--- config.mk ---
export PLATFORM = sky130hd
export DESIGN_NAME = fifo_read_ctrl
export DESIGN_NICKNAME = d
export VERILOG_FILES = /design/src/rtl/fifo_read_ctrl_pkg.sv /design/src/rtl/rd_skid_buffer.sv /design/src/rtl/fifo_read_ctrl.sv
export SDC_FILE = /design/constraint.sdc
export NUM_CORES = 1
export LEC_CHECK = 0
export CORE_MARGIN = 4
export CORE_UTILIZATION = 31
export CTS_BUF_LIST = sky130_fd_sc_hd__clkbuf_4 sky130_fd_sc_hd__clkbuf_8
export CTS_CLUSTER_DIAMETER = 200
export DETAILED_ROUTE_END_ITERATION = 8
export PLACE_DENSITY = 0.56
export RECOVER_POWER = 100
export SLEW_MARGIN = 20
export SYNTH_ARGS = -nofsm -noshare
export SYNTH_HDL_FRONTEND = slang
export SYNTH_SLANG_ARGS = --single-unit
--- constraint.sdc ---
create_clock -name clk -period 4.4 [get_ports clk]
set_input_delay 0.66 -clock clk [delete_from_list [all_inputs] [get_ports clk]]
set_output_delay 0.66 -clock clk [all_outputs]
set_load 0.05 [all_outputs]
--- src/rtl/fifo_read_ctrl_pkg.sv ---
// Shared types and constants for the FIFO read-side controller.
package fifo_read_ctrl_pkg;

    typedef enum logic [1:0] {
        ST_IDLE  = 2'd0,
        ST_BURST = 2'd1,
        ST_DRAIN = 2'd2
    } state_e;

    // Output buffer depth; the read throttle in the top relies on this being 2.
    localparam int BUF_DEPTH = 2;
    localparam int OCC_W     = 2;

    // Burst target needs one extra bit so that a burst of 2^PTR words is representable.
    function automatic int tgt_width(input int ptr);
        return ptr + 1;
    endfunction

endpackage

--- src/rtl/rd_skid_buffer.sv ---
// Two-entry valid/ready output buffer. Words pushed at the tail, head drives the
// output; a push and a pop may happen in the same cycle at any occupancy.
module rd_skid_buffer
    import fifo_read_ctrl_pkg::*;
#(
    parameter int WORD_SIZE = 10
) (
    input  logic                 clk,
    input  logic                 reset,
    input  logic                 push,
    input  logic [WORD_SIZE-1:0] push_data,
    input  logic                 out_ready,
    output logic [WORD_SIZE-1:0] out_data,
    output logic                 out_valid,
    output logic [OCC_W-1:0]     occ
);

    logic [WORD_SIZE-1:0] mem_q [BUF_DEPTH];
    logic [WORD_SIZE-1:0] mem_d [BUF_DEPTH];
    logic                 head_q, head_d;
    logic                 tail_q, tail_d;
    logic [OCC_W-1:0]     occ_q, occ_d;
    logic                 pop;

    assign out_valid = (occ_q != '0);
    assign pop       = out_valid & out_ready;
    assign out_data  = mem_q[head_q];
    assign occ       = occ_q;

    // Next buffer contents and pointers. When full, tail equals head, so a
    // push with a simultaneous pop overwrites exactly the entry leaving.
    always_comb begin
        mem_d  = mem_q;
        head_d = head_q;
        tail_d = tail_q;
        if (push) begin
            mem_d[tail_q] = push_data;
            tail_d        = ~tail_q;
        end
        if (pop) begin
            head_d = ~head_q;
        end
        occ_d = occ_q + OCC_W'(push) - OCC_W'(pop);
    end

    // Buffer state register.
    always_ff @(posedge clk) begin
        if (reset) begin
            for (int i = 0; i < BUF_DEPTH; i++) begin
                mem_q[i] <= '0;
            end
            head_q <= 1'b0;
            tail_q <= 1'b0;
            occ_q  <= '0;
        end else begin
            mem_q  <= mem_d;
            head_q <= head_d;
            tail_q <= tail_d;
            occ_q  <= occ_d;
        end
    end

endmodule

--- src/rtl/fifo_read_ctrl.sv ---
// FIFO read-side controller: issues bursts of reads, captures the returned
// words into a 2-entry output buffer and presents them over valid/ready.
//
//   state    | meaning
//   ---------+--------------------------------------------------------------
//   ST_IDLE  | waiting for enough FIFO data (or flush); no reads
//   ST_BURST | issuing reads while the buffer has room, until target or empty
//   ST_DRAIN | no reads; waiting for in-flight and buffered words to leave
module fifo_read_ctrl
    import fifo_read_ctrl_pkg::*;
#(
    parameter int WORD_SIZE = 10,
    parameter int PTR       = 3
) (
    input  logic                 clk,
    input  logic                 reset,
    input  logic                 fifo_empty,
    input  logic                 fifo_almost_empty,
    input  logic [WORD_SIZE-1:0] fifo_data,
    input  logic                 flush,
    input  logic [PTR-1:0]       burst_len,
    output logic                 fifo_rd,
    output logic [WORD_SIZE-1:0] out_data,
    output logic                 out_valid,
    input  logic                 out_ready,
    output logic                 burst_done
);

    localparam int TGT_W = tgt_width(PTR);

    state_e           state_q, state_d;
    logic [TGT_W-1:0] cnt_q, cnt_d;
    logic [TGT_W-1:0] tgt_q, tgt_d;
    logic             inflight_q, inflight_d;
    logic [OCC_W-1:0] occ;
    logic             pop;
    logic [2:0]       load;
    logic             room;

    rd_skid_buffer #(
        .WORD_SIZE (WORD_SIZE)
    ) u_buf (
        .clk       (clk),
        .reset     (reset),
        .push      (inflight_q),
        .push_data (fifo_data),
        .out_ready (out_ready),
        .out_data  (out_data),
        .out_valid (out_valid),
        .occ       (occ)
    );

    // A new read is allowed only if the word it returns is guaranteed a slot.
    assign pop  = out_valid & out_ready;
    assign load = 3'(occ) + 3'(inflight_q);
    assign room = (load <= (3'd1 + 3'(pop)));

    // Next-state, burst bookkeeping and read strobe.
    always_comb begin
        state_d    = state_q;
        cnt_d      = cnt_q;
        tgt_d      = tgt_q;
        fifo_rd    = 1'b0;
        burst_done = 1'b0;
        case (state_q)
            ST_IDLE: begin
                if (!fifo_empty && (!fifo_almost_empty || flush)) begin
                    state_d = ST_BURST;
                    cnt_d   = '0;
                    tgt_d   = (burst_len == '0) ? (TGT_W'(1) << PTR) : TGT_W'(burst_len);
                end
            end
            ST_BURST: begin
                fifo_rd = !fifo_empty && room;
                if (fifo_rd) begin
                    cnt_d = cnt_q + TGT_W'(1);
                    if (cnt_d == tgt_q) begin
                        state_d = ST_DRAIN;
                    end
                end else if (fifo_empty) begin
                    state_d = ST_DRAIN;
                end
            end
            ST_DRAIN: begin
                if (occ == '0 && !inflight_q) begin
                    state_d    = ST_IDLE;
                    burst_done = 1'b1;
                end
            end
            default: state_d = ST_IDLE;
        endcase
        // Keep the FIFO untouched and suppress the pulse while reset is held.
        if (reset) begin
            fifo_rd    = 1'b0;
            burst_done = 1'b0;
        end
        inflight_d = fifo_rd;
    end

    // Controller state register.
    always_ff @(posedge clk) begin
        if (reset) begin
            state_q    <= ST_IDLE;
            cnt_q      <= '0;
            tgt_q      <= '0;
            inflight_q <= 1'b0;
        end else begin
            state_q    <= state_d;
            cnt_q      <= cnt_d;
            tgt_q      <= tgt_d;
            inflight_q <= inflight_d;
        end
    end

endmodule

# Word-level counts from Yosys, hierarchy flattened
# Cells that the tools add are included.
word_totals:
  regBits: 35
  wordCells: 68
classes:
  addsub: 5
  n_lt_le_gt_ge: 4
  n_eq_ne: 8
  mux: 21
  bitwise_logic: 5
  n_reduce_logical: 16
op_table:
  columns: ["operator", "n"]
  rows:
  - ["10-bit two-way mux", 4]
  - ["20-bit bitwise mux", 1]
  - ["4-bit two-way mux", 3]
  - ["10-bit demux with 1-bit select", 1]
  - ["2-bit two-way mux", 5]
  - ["4-bit case mux with 2 select lines", 1]
  - ["2-bit inequality test, second input constant", 3]
  - ["3-bit inequality test, second input constant", 2]
  - ["2-bit case mux with 3 select lines", 1]
  - ["1-bit two-way mux", 5]
  - ["4-bit by 1-bit adder with 4-bit output, second input constant", 1]
  - ["4-bit == test", 1]
  - ["2-bit greater-or-equal comparator, second input constant", 2]
  - ["1-bit logical AND", 4]
  - ["2-bit logical NOT", 2]
  - ["1-bit inverter with 2-bit output", 2]
  - ["4-bit AND reduction", 1]
  - ["2-bit nonzero test", 2]
  - ["2-bit by 1-bit adder with 3-bit output", 1]
  - ["3-bit by 2-bit less-or-equal comparator with 1-bit output", 1]
  - ["1-bit logical NOT", 3]
  - ["3-bit logical NOT", 1]
  - ["3-bit AND reduction", 1]
  - ["1-bit by 1-bit adder with 2-bit output, first input constant", 1]
  - ["9 further kinds", 10]

# Logic depth before layout (Yosys ltp)
# Gate-level depths: netlist of run 1.
depth:
  word_depth: 7
  depth_mapped: 8
  ltp_nobuf: 8

# Hierarchy
# A second synthesis of run 1 with hierarchy kept.
hier_totals:
  hier_cells: 192
  hier_area_um2: 1691.6
modules_own_cells:
  columns: ["mod", "n_inst", "cells_per_inst", "area_each_um2"]
  rows:
  - ["rd_skid_buffer", 1, 119, 998.5]
  - ["fifo_read_ctrl", 1, 73, 693.2]

# Least setup slack after synthesis of run 1
# Ideal clock, no wire load.
synth_timing:
  path_type: "reg2out"
  start: "register u_buf.occ_q[1] (netlist: u_buf.occ[1])"
  end: "output fifo_rd"
  arrival_ps: 3471
  required_time_ps: 3740
  path_slack_ps: 269
  path_stages_with_launch: 8
  n_path_buf: 0
  path_cell_list: "dfxtp_1 > or2_2 > nand2_1 > inv_1 > fa_1 > or3b_1 > and2_4 > nor4_1"
synth_via:
  elab_chain_cells: 7
  elab_cells_between_ends: 8
  classes_between: "add/sub (2); order compare (1); mux (2); bitwise (1); reduce/logical (2)"
synth_lines:
  columns: ["item", "line", "text"]
  rows:
  - ["start, declared", "rd_skid_buffer.sv:22", "logic [OCC_W-1:0] occ_q, occ_d;"]
  - ["start signal, assigned", "rd_skid_buffer.sv:54", "occ_q <= '0;"]
  - ["start signal, assigned", "rd_skid_buffer.sv:59", "occ_q <= occ_d;"]
  - ["2-bit nonzero test", "rd_skid_buffer.sv:25", "assign out_valid = (occ_q != '0);"]
  - ["via out_valid", "fifo_read_ctrl.sv:24", "output logic out_valid,"]
  - ["1-bit bitwise AND", "fifo_read_ctrl.sv:54", "assign pop = out_valid & out_ready;"]
  - ["via pop", "fifo_read_ctrl.sv:36", "logic pop;"]
  - ["1-bit by 1-bit adder with 2-bit output", "fifo_read_ctrl.sv:56", "assign room = (load <= (3'd1 + 3'(pop)));"]
  - ["3-bit by 2-bit less-or-equal comparator with 1-bit output", "fifo_read_ctrl.sv:56", null]
  - ["1-bit logical AND", "fifo_read_ctrl.sv:74", "fifo_rd = !fifo_empty && room;"]
  - ["1-bit two-way mux", "fifo_read_ctrl.sv:65", "case (state_q)"]
  - ["1-bit two-way mux", "fifo_read_ctrl.sv:93", "if (reset) begin"]
  - ["end, declared", "fifo_read_ctrl.sv:22", "output logic fifo_rd,"]
# The timed path passes the listed nets, and every way through them passes these cells.

# Worst setup path in the final report of run 1
layout_timing:
  start: "input out_ready"
  end: "output fifo_rd"
layout_via:
  elab_chain_cells: 6
layout_lines:
  columns: ["item", "line", "text"]
  rows:
  - ["start, declared", "fifo_read_ctrl.sv:25", "input logic out_ready,"]
  - ["1-bit bitwise AND", "fifo_read_ctrl.sv:54", null]
  - ["via pop", "fifo_read_ctrl.sv:36", null]
  - ["1-bit by 1-bit adder with 2-bit output", "fifo_read_ctrl.sv:56", null]
  - ["3-bit by 2-bit less-or-equal comparator with 1-bit output", "fifo_read_ctrl.sv:56", null]
  - ["1-bit logical AND", "fifo_read_ctrl.sv:74", null]
  - ["1-bit two-way mux", "fifo_read_ctrl.sv:65", null]
  - ["1-bit two-way mux", "fifo_read_ctrl.sv:93", null]
# The timed path passes the listed nets, and every way through them passes these cells.

==> out/results.tsv, run 1 <==
stage	metric	value	unit
logic_synthesis	main flop type after synthesis	dfxtp_1	
drt	via count	1346	
logic_synthesis	Synth Register Bits	35	
die	core area	5107	µm²
setup_path	CP endpoint kind	primary output	
global_route	first-pass GRT wire length	5727	µm
final_layout	Antenna diodes	0	
drt	Detailed Route WL	3464	µm
clock_network	clk_lat worst skew	0.28	ns
setup_path	data arrival time of the critical path	3.01	ns
die	I/O pin count	32	
clock_network	setup bufs post-CTS	0	
die	Initial Util	0.3214	
die	Die X	80.77	µm
setup_path	WP data required	3.74	ns
power_and_ir_drop	Power per Cell Area	298.0	nW/µm²
timing	slew at the pin closest to its max-slew limit	1.631	ns
timing	Final Hold Viols	0	
drt	DRT met1 WL	1665	µm
drt	per-cell routed wire length	11.78	µm
clock_network	Sink Count	35	
clock_network	clk buf depth	2	
global_route	largest net degree at the start of global routing	39	
run_status	status	finished, violations left	
global_route	total track usage	0.1135	
final_layout	Finished Layout Cells	294	
die	Die Footprint	6524	µm²
clock_network	number of gates resized after CTS	0	
logic_synthesis	Cell Area, Synth	1642	µm²
place	Detail Placement HPWL	2415	µm
timing	Worst Skew	0.003140	ns
final_layout	Design Area, Final	2087	µm²
final_layout	share of layout cells above drive strength 1	0.08929	
place	I/O Buffers	31	
clock_network	clock slew at reported path FFs	0.07	ns
power_and_ir_drop	Pleak	0.8048	nW
timing	RSZ-0062 raised after global routing	false	
timing	# setup viols final	0	
place	Cell Count Post-Placement	287	
logic_synthesis	Cells after Synth	194	
drt	vias per cell	4.578	
clock_network	CTS root buf	clkbuf_8	
drt	drt first-iter violations	66	
power_and_ir_drop	Max VDD drop	0.1375	mV
place	DP Area	2009	µm²
die	num rows	26	
drt	Met3 Routed Length	104	µm
die	Die Span Y	80.77	µm
drt	uppermost layer routed	met4	
logic_synthesis	register area share after synthesis	0.4268	
drt	WL met2	1615	µm
place	gpl congestion	0.7909	
logic_synthesis	Synth Net Count	219	
logic_synthesis	count of different cell masters after synthesis	36	
logic_synthesis	Post-synth EDFFs	0	
setup_path	CP max FO	4	
clock_network	H-tree depth	2	
timing	Fin Setup TNS	0	ns
logic_synthesis	Synth warnings	0	
final_layout	area grow syn2layout	27.13	%
final_layout	utilization after layout	0.4086	
drt	DRC viols	0	
timing	f_max	272.6	MHz
clock_network	Inserted Clock Buffers	5	
final_layout	Reg area	700.7	µm²
clock_network	CTS tree	done	
timing	fin crit period	3.668	ns
hold_path	Worst Hold Class	flip-flop to flip-flop	
final_layout	Nets	249	
clock_network	CTS Hold Buffers Added	0	
drt	Detail Route Antenna Nets	0	
timing	headroom to the max-slew limit	-0.08728	
timing	Max Slew Vio Count	39	
global_route	vias in the first global route	1306	
final_layout	multi-input logic area	865.8	µm²
global_route	antenna violations before repair	0	
setup_path	Startpoint Class	input pin	
setup_path	critical path class	input pin to primary output	
final_layout	Layout fillers	540	
timing	final period utilization	0.8337	
logic_synthesis	Avg Inst Size Synth	8.462	µm²
job	# Max-Cap Violations	1	
drt	First-pass DRT Iterations	4	
global_route	grt ovf	0	
logic_synthesis	Synth async-reset ratio	0	
run_status	failing checks	max-capacitance violations, max-slew violations	
[power breakdown]
part / leakage, nW / switching (mW) / total, mW / internal, mW
Clock: 0.0470 / 0.104 / 0.226 / 0.123
Sequential: 0.283 / 0.00585 / 0.329 / 0.323
Combinational: 0.475 / 0.0351 / 0.0665 / 0.0314
[cells in the final DEF, fill, tap and decap left out, types with 4 or more instances in the layout]
cell type        synthesis  routed
clkdlybuf4s50_1          0      16
nor2_1                   6       6
a21oi_1                 26      26
inv_1                    9       9
nand2_1                 45      45
dfxtp_1                 35      35
mux2_2                  10      10
xnor2_1                  5       5
ha_1                     5       5
clkbuf_8                 0       6
nand3_1                  6       6
dlygate4sd3_1            0      14
or4_1                    3       4
[flip-flops by register name, summed over array words and instances, names as in the netlist]
signal        count
u_buf.head_q      1
u_buf.occ         2
inflight_q        1
tgt_q             4
u_buf.mem_q      20
u_buf.tail_q      1
cnt_q             4
state_q           2
[cells by family after synthesis]
| kind of cell | synth area share |
|---|---|
| and+or+nand+nor | 0.2340 |
| muxes | 0.08689 |
| xor gates and xnor gates | 0.04268 |
| adders and majority gates | 0.05031 |
| AOI/OAI and AO/OA | 0.1174 |
| DFF | 0.4268 |
| buffers and inverters | 0.04192 |
[cells in the mapped netlist (2+ instances only)]
library cell / instances / area (µm²)
clkbuf_1: 6 / 22.52
or3_1: 2 / 12.51
mux2_2: 10 / 112.6
inv_1: 9 / 33.78
buf_1: 2 / 7.510
xor2_1: 3 / 26.28
a21oi_1: 26 / 130.1
nor2b_1: 3 / 18.77
nand3_1: 6 / 30.03
mux2i_1: 3 / 30.03
nor4_1: 2 / 12.51
or4_1: 3 / 22.52
nor2_1: 6 / 22.52
dfxtp_1: 35 / 700.7
o31ai_1: 2 / 15.01
xnor2_1: 5 / 43.79
ha_1: 5 / 62.56
nand2_1: 45 / 168.9
or2_2: 2 / 12.51
nand2b_1: 3 / 18.77
[metrics by stage]
step / hold WS, ns / power (mW) / setup slack [ns]
4_1_cts: 0.4574 / 0.6374 / 0.8780
2_1_floorplan: 0.4329 / 0.3757 / 0.2695
3_3_place_gp: 0.4403 / 0.4069 / 0.9181
3_5_place_dp: 0.4481 / 0.4060 / 0.8781
5_1_grt: 0.4711 / 0.6530 / 0.5871
6_report: 0.4538 / 0.6219 / 0.7316
[layer usage]
metal  vias up  global-route usage
li1        714                   -
met1       604              0.1377
met2        23              0.1838
met3         5             0.02661
met4         0             0.06588
met5         -                   0
[cell type report]
cell class,instances,area share
Multi-Input combinational cell,141,0.4149
Sequential cell,35,0.3357
Timing Repair Buffer,32,0.1493
Tap cell,70,0.04197
Clock buffer,6,0.03957
Inverter,9,0.01619
Clock inverter,1,0.002398
[final timing paths]
check	from	to	slack [ns]	depth (start not counted)
hold reg to reg	u_buf.mem_q[15]$_SDFFE_PP0P_	u_buf.mem_q[15]$_SDFFE_PP0P_	0.45	2
setup / recovery	out_ready	fifo_rd	0.73	8
hold / removal	u_buf.mem_q[15]$_SDFFE_PP0P_	u_buf.mem_q[15]$_SDFFE_PP0P_	0.45	2
setup reg to reg	u_buf.occ[1]$_SDFF_PP0_	state_q[0]$_SDFFE_PP0P_	1.57	8
[critical path, stage by stage]
cell and delay [ns]:
dlygate4sd3_1 0.58, nand2_1 0.14, inv_1 0.08, fa_1 0.47, or3b_1 0.37, and2_0 0.21, nor4_1 0.25, buf_4 0.26
Power figures use the tool's default switching activity.
==> run 2: changes to the inputs <==
Clock period 4.4 ns to 3.7 ns, I/O delays scaled along.
==> run 2 against run 1 <==
Net effect:
- clock power up 35%
- critical path depth stayed put
- final area increased by 1.7%
- combinational power grew 25%
- critical endpoint unchanged
- global-route usage is 0.13 points lower
- highest routed layer unchanged
- final cell count increased by 0.34%
- flip-flop and latch count stayed put
- the run still ends with max-capacitance violations, max-slew violations left
- sequential power is 19% higher
- largest cell class unchanged
- hold slack got worse by 0.0016 ns
- routed wire length decreased by 1.5%
- largest power group unchanged
==> out/results.tsv, run 2 (synthesized netlist as in run 1, its figures left out) <==
stage	metric	value	unit	change
run_status	status	finished, violations left		
run_status	failing checks	max-capacitance violations, max-slew violations		
final_layout	largest reg by FF count	u_buf.mem_q		
power_and_ir_drop	Pleak	0.8176	nW	+1.6%
timing	Max Slew Vio Count	40		+2.6%
final_layout	Antenna diodes	0		unchanged
job	# Max-Cap Violations	1		unchanged
final_layout	utilization after layout	0.4157		+0.007105
place	dpl ws	0.3647	ns	-0.5134 ns
timing	RSZ-0062 raised after global routing	false		
die	Die X	80.77	µm	unchanged
clock_network	CTS tree	done		
timing	Final Hold Viols	0		unchanged
hold_path	Worst Hold Class	flip-flop to flip-flop		
die	Die Footprint	6524	µm²	unchanged
power_and_ir_drop	Power per Cell Area	367.1	nW/µm²	+23%
drt	WL met2	1597	µm	-1.1%
setup_path	CP max FO	4		unchanged
global_route	largest net degree at the start of global routing	40		+2.6%
die	Initial Util	0.3214		unchanged
setup_path	critical path class	input pin to primary output		
setup_path	Worst path slowest cell	dlygate4sd3_1		
die	I/O pin count	32		unchanged
drt	DRC viols	0		unchanged
clock_network	CTS root buf	clkbuf_8		
global_route	antenna violations before repair	0		unchanged
timing	slew at the pin closest to its max-slew limit	1.762	ns	+0.1309 ns
setup_path	CP endpoint kind	primary output		
clock_network	clk_lat worst skew	0.28	ns	about the same
timing	final period utilization	0.9254		
place	gpl congestion	0.7296		-7.8%
die	Die Span Y	80.77	µm	unchanged
place	I/O Buffers	31		unchanged
clock_network	H-tree depth	2		unchanged
die	core area	5107	µm²	unchanged
drt	uppermost layer routed	met4		
global_route	grt ovf	0		unchanged
drt	vias per cell	4.637		+1.3%
setup_path	max incr delay on CP	0.58	ns	about the same
drt	per-cell routed wire length	11.57	µm	-1.8%
final_layout	share of layout cells above drive strength 1	0.1111		+0.02183
power_and_ir_drop	Max VDD drop	0.1259	mV	-8.5%
place	DP Area	2026	µm²	+0.81%
setup_path	Startpoint Class	input pin		
hold_path	hold path startpoint	u_buf.mem_q[7]$_SDFFE_PP0P_		
clock_network	CTS Hold Buffers Added	0		unchanged
setup_path	data arrival time of the critical path	2.87	ns	-0.14 ns
setup_path	WP data required	3.14	ns	-0.60 ns
final_layout	Largest register FFs	20		unchanged
drt	Detailed Route WL	3412	µm	-1.5%
drt	drt first-iter violations	88		+33%
final_layout	area grow syn2layout	29.34	%	
drt	via count	1368		+1.6%
global_route	total track usage	0.1123		-0.001294
clock_network	Sink Count	35		unchanged
final_layout	commonest non-fill, non-tap cell in the layout	nand2_1		
final_layout	Nets	249		unchanged
final_layout	Regs by FF count	u_buf.mem_q (20), cnt_q (4), tgt_q (4)		
place	Detail Placement HPWL	2417	µm	about the same
timing	Worst Skew	0.006446	ns	+0.003306 ns
drt	First-pass DRT Iterations	4		unchanged
final_layout	Finished Layout Cells	295		+0.34%
timing	f_max	292.1	MHz	
die	num rows	26		unchanged
global_route	vias in the first global route	1244		-4.7%
clock_network	number of gates resized after CTS	0		unchanged
drt	DRT met1 WL	1652	µm	-0.78%
drt	Met3 Routed Length	118	µm	+13%
timing	worst hold margin	0.4522	ns	-0.001643 ns
setup_path	CP cell instances	dlygate4sd3_1 > nand2_1 > inv_1 > fa_1 > or3b_1 > and2_4 > nor4_2 > buf_12		
timing	slack of the critical path	0.2762	ns	-0.4554 ns
final_layout	Design Area, Final	2123	µm²	+1.7%
drt	Detail Route Antenna Nets	0		unchanged
global_route	first-pass GRT wire length	5658	µm	-1.2%
clock_network	clock slew at reported path FFs	0.07	ns	about the same
timing	fin crit period	3.424	ns	
place	Cell Count Post-Placement	287		unchanged
clock_network	clk buf depth	2		unchanged
timing	# setup viols final	0		unchanged
setup_path	R2R Path Start	u_buf.occ[1]$_SDFF_PP0_		
power_and_ir_drop	Pwr Total	0.7794	mW	+25%
timing	Fin Setup TNS	0	ns	unchanged
final_layout	most frequent cells in the layout	45 x nand2_1, 35 x dfxtp_1, 26 x a21oi_1		
clock_network	setup bufs post-CTS	0		unchanged
timing	headroom to the max-slew limit	-0.1745		-0.08724
clock_network	Inserted Clock Buffers	5		unchanged
setup_path	Setup crit start	out_ready		
[run 2: layout make-up]
cell class / count / area, µm²
Multi-Input combinational cell: 141 / 878.3
Clock buffer: 8 / 103.9
Sequential cell: 35 / 700.7
Timing Repair Buffer: 32 / 319.1
Inverter: 9 / 33.78
Tap cell: 70 / 87.58
Fill cell: 543 / 2984
[run 2: final timing paths]
path	end	cells past startpoint	slack (ns)
setup / recovery	fifo_rd	8	0.28
hold / removal	u_buf.mem_q[7]$_SDFFE_PP0P_	2	0.45
setup reg to reg	cnt_q[1]$_SDFFE_PP0P_	8	0.94
hold reg to reg	u_buf.mem_q[7]$_SDFFE_PP0P_	2	0.45
[run 2: worst max-delay path: cells and delay by family]
kind | cells | cell delay [ns]
fa+ha+maj | 1 | 0.46
buf+inv | 3 | 0.84
simple gates | 4 | 1.00
[run 2: layer usage]
metal / up-vias / track usage
li1: 718 / -
met1: 624 / 0.1511
met2: 22 / 0.1730
met3: 4 / 0.02993
met4: 0 / 0.04054
met5: - / 0
[run 2: power breakdown]
part	internal (mW)	switching, mW	leakage [nW]
logic	0.0395	0.0434	0.480
registers	0.384	0.00672	0.283
clock network	0.177	0.128	0.0549
total	0.601	0.178	0.818
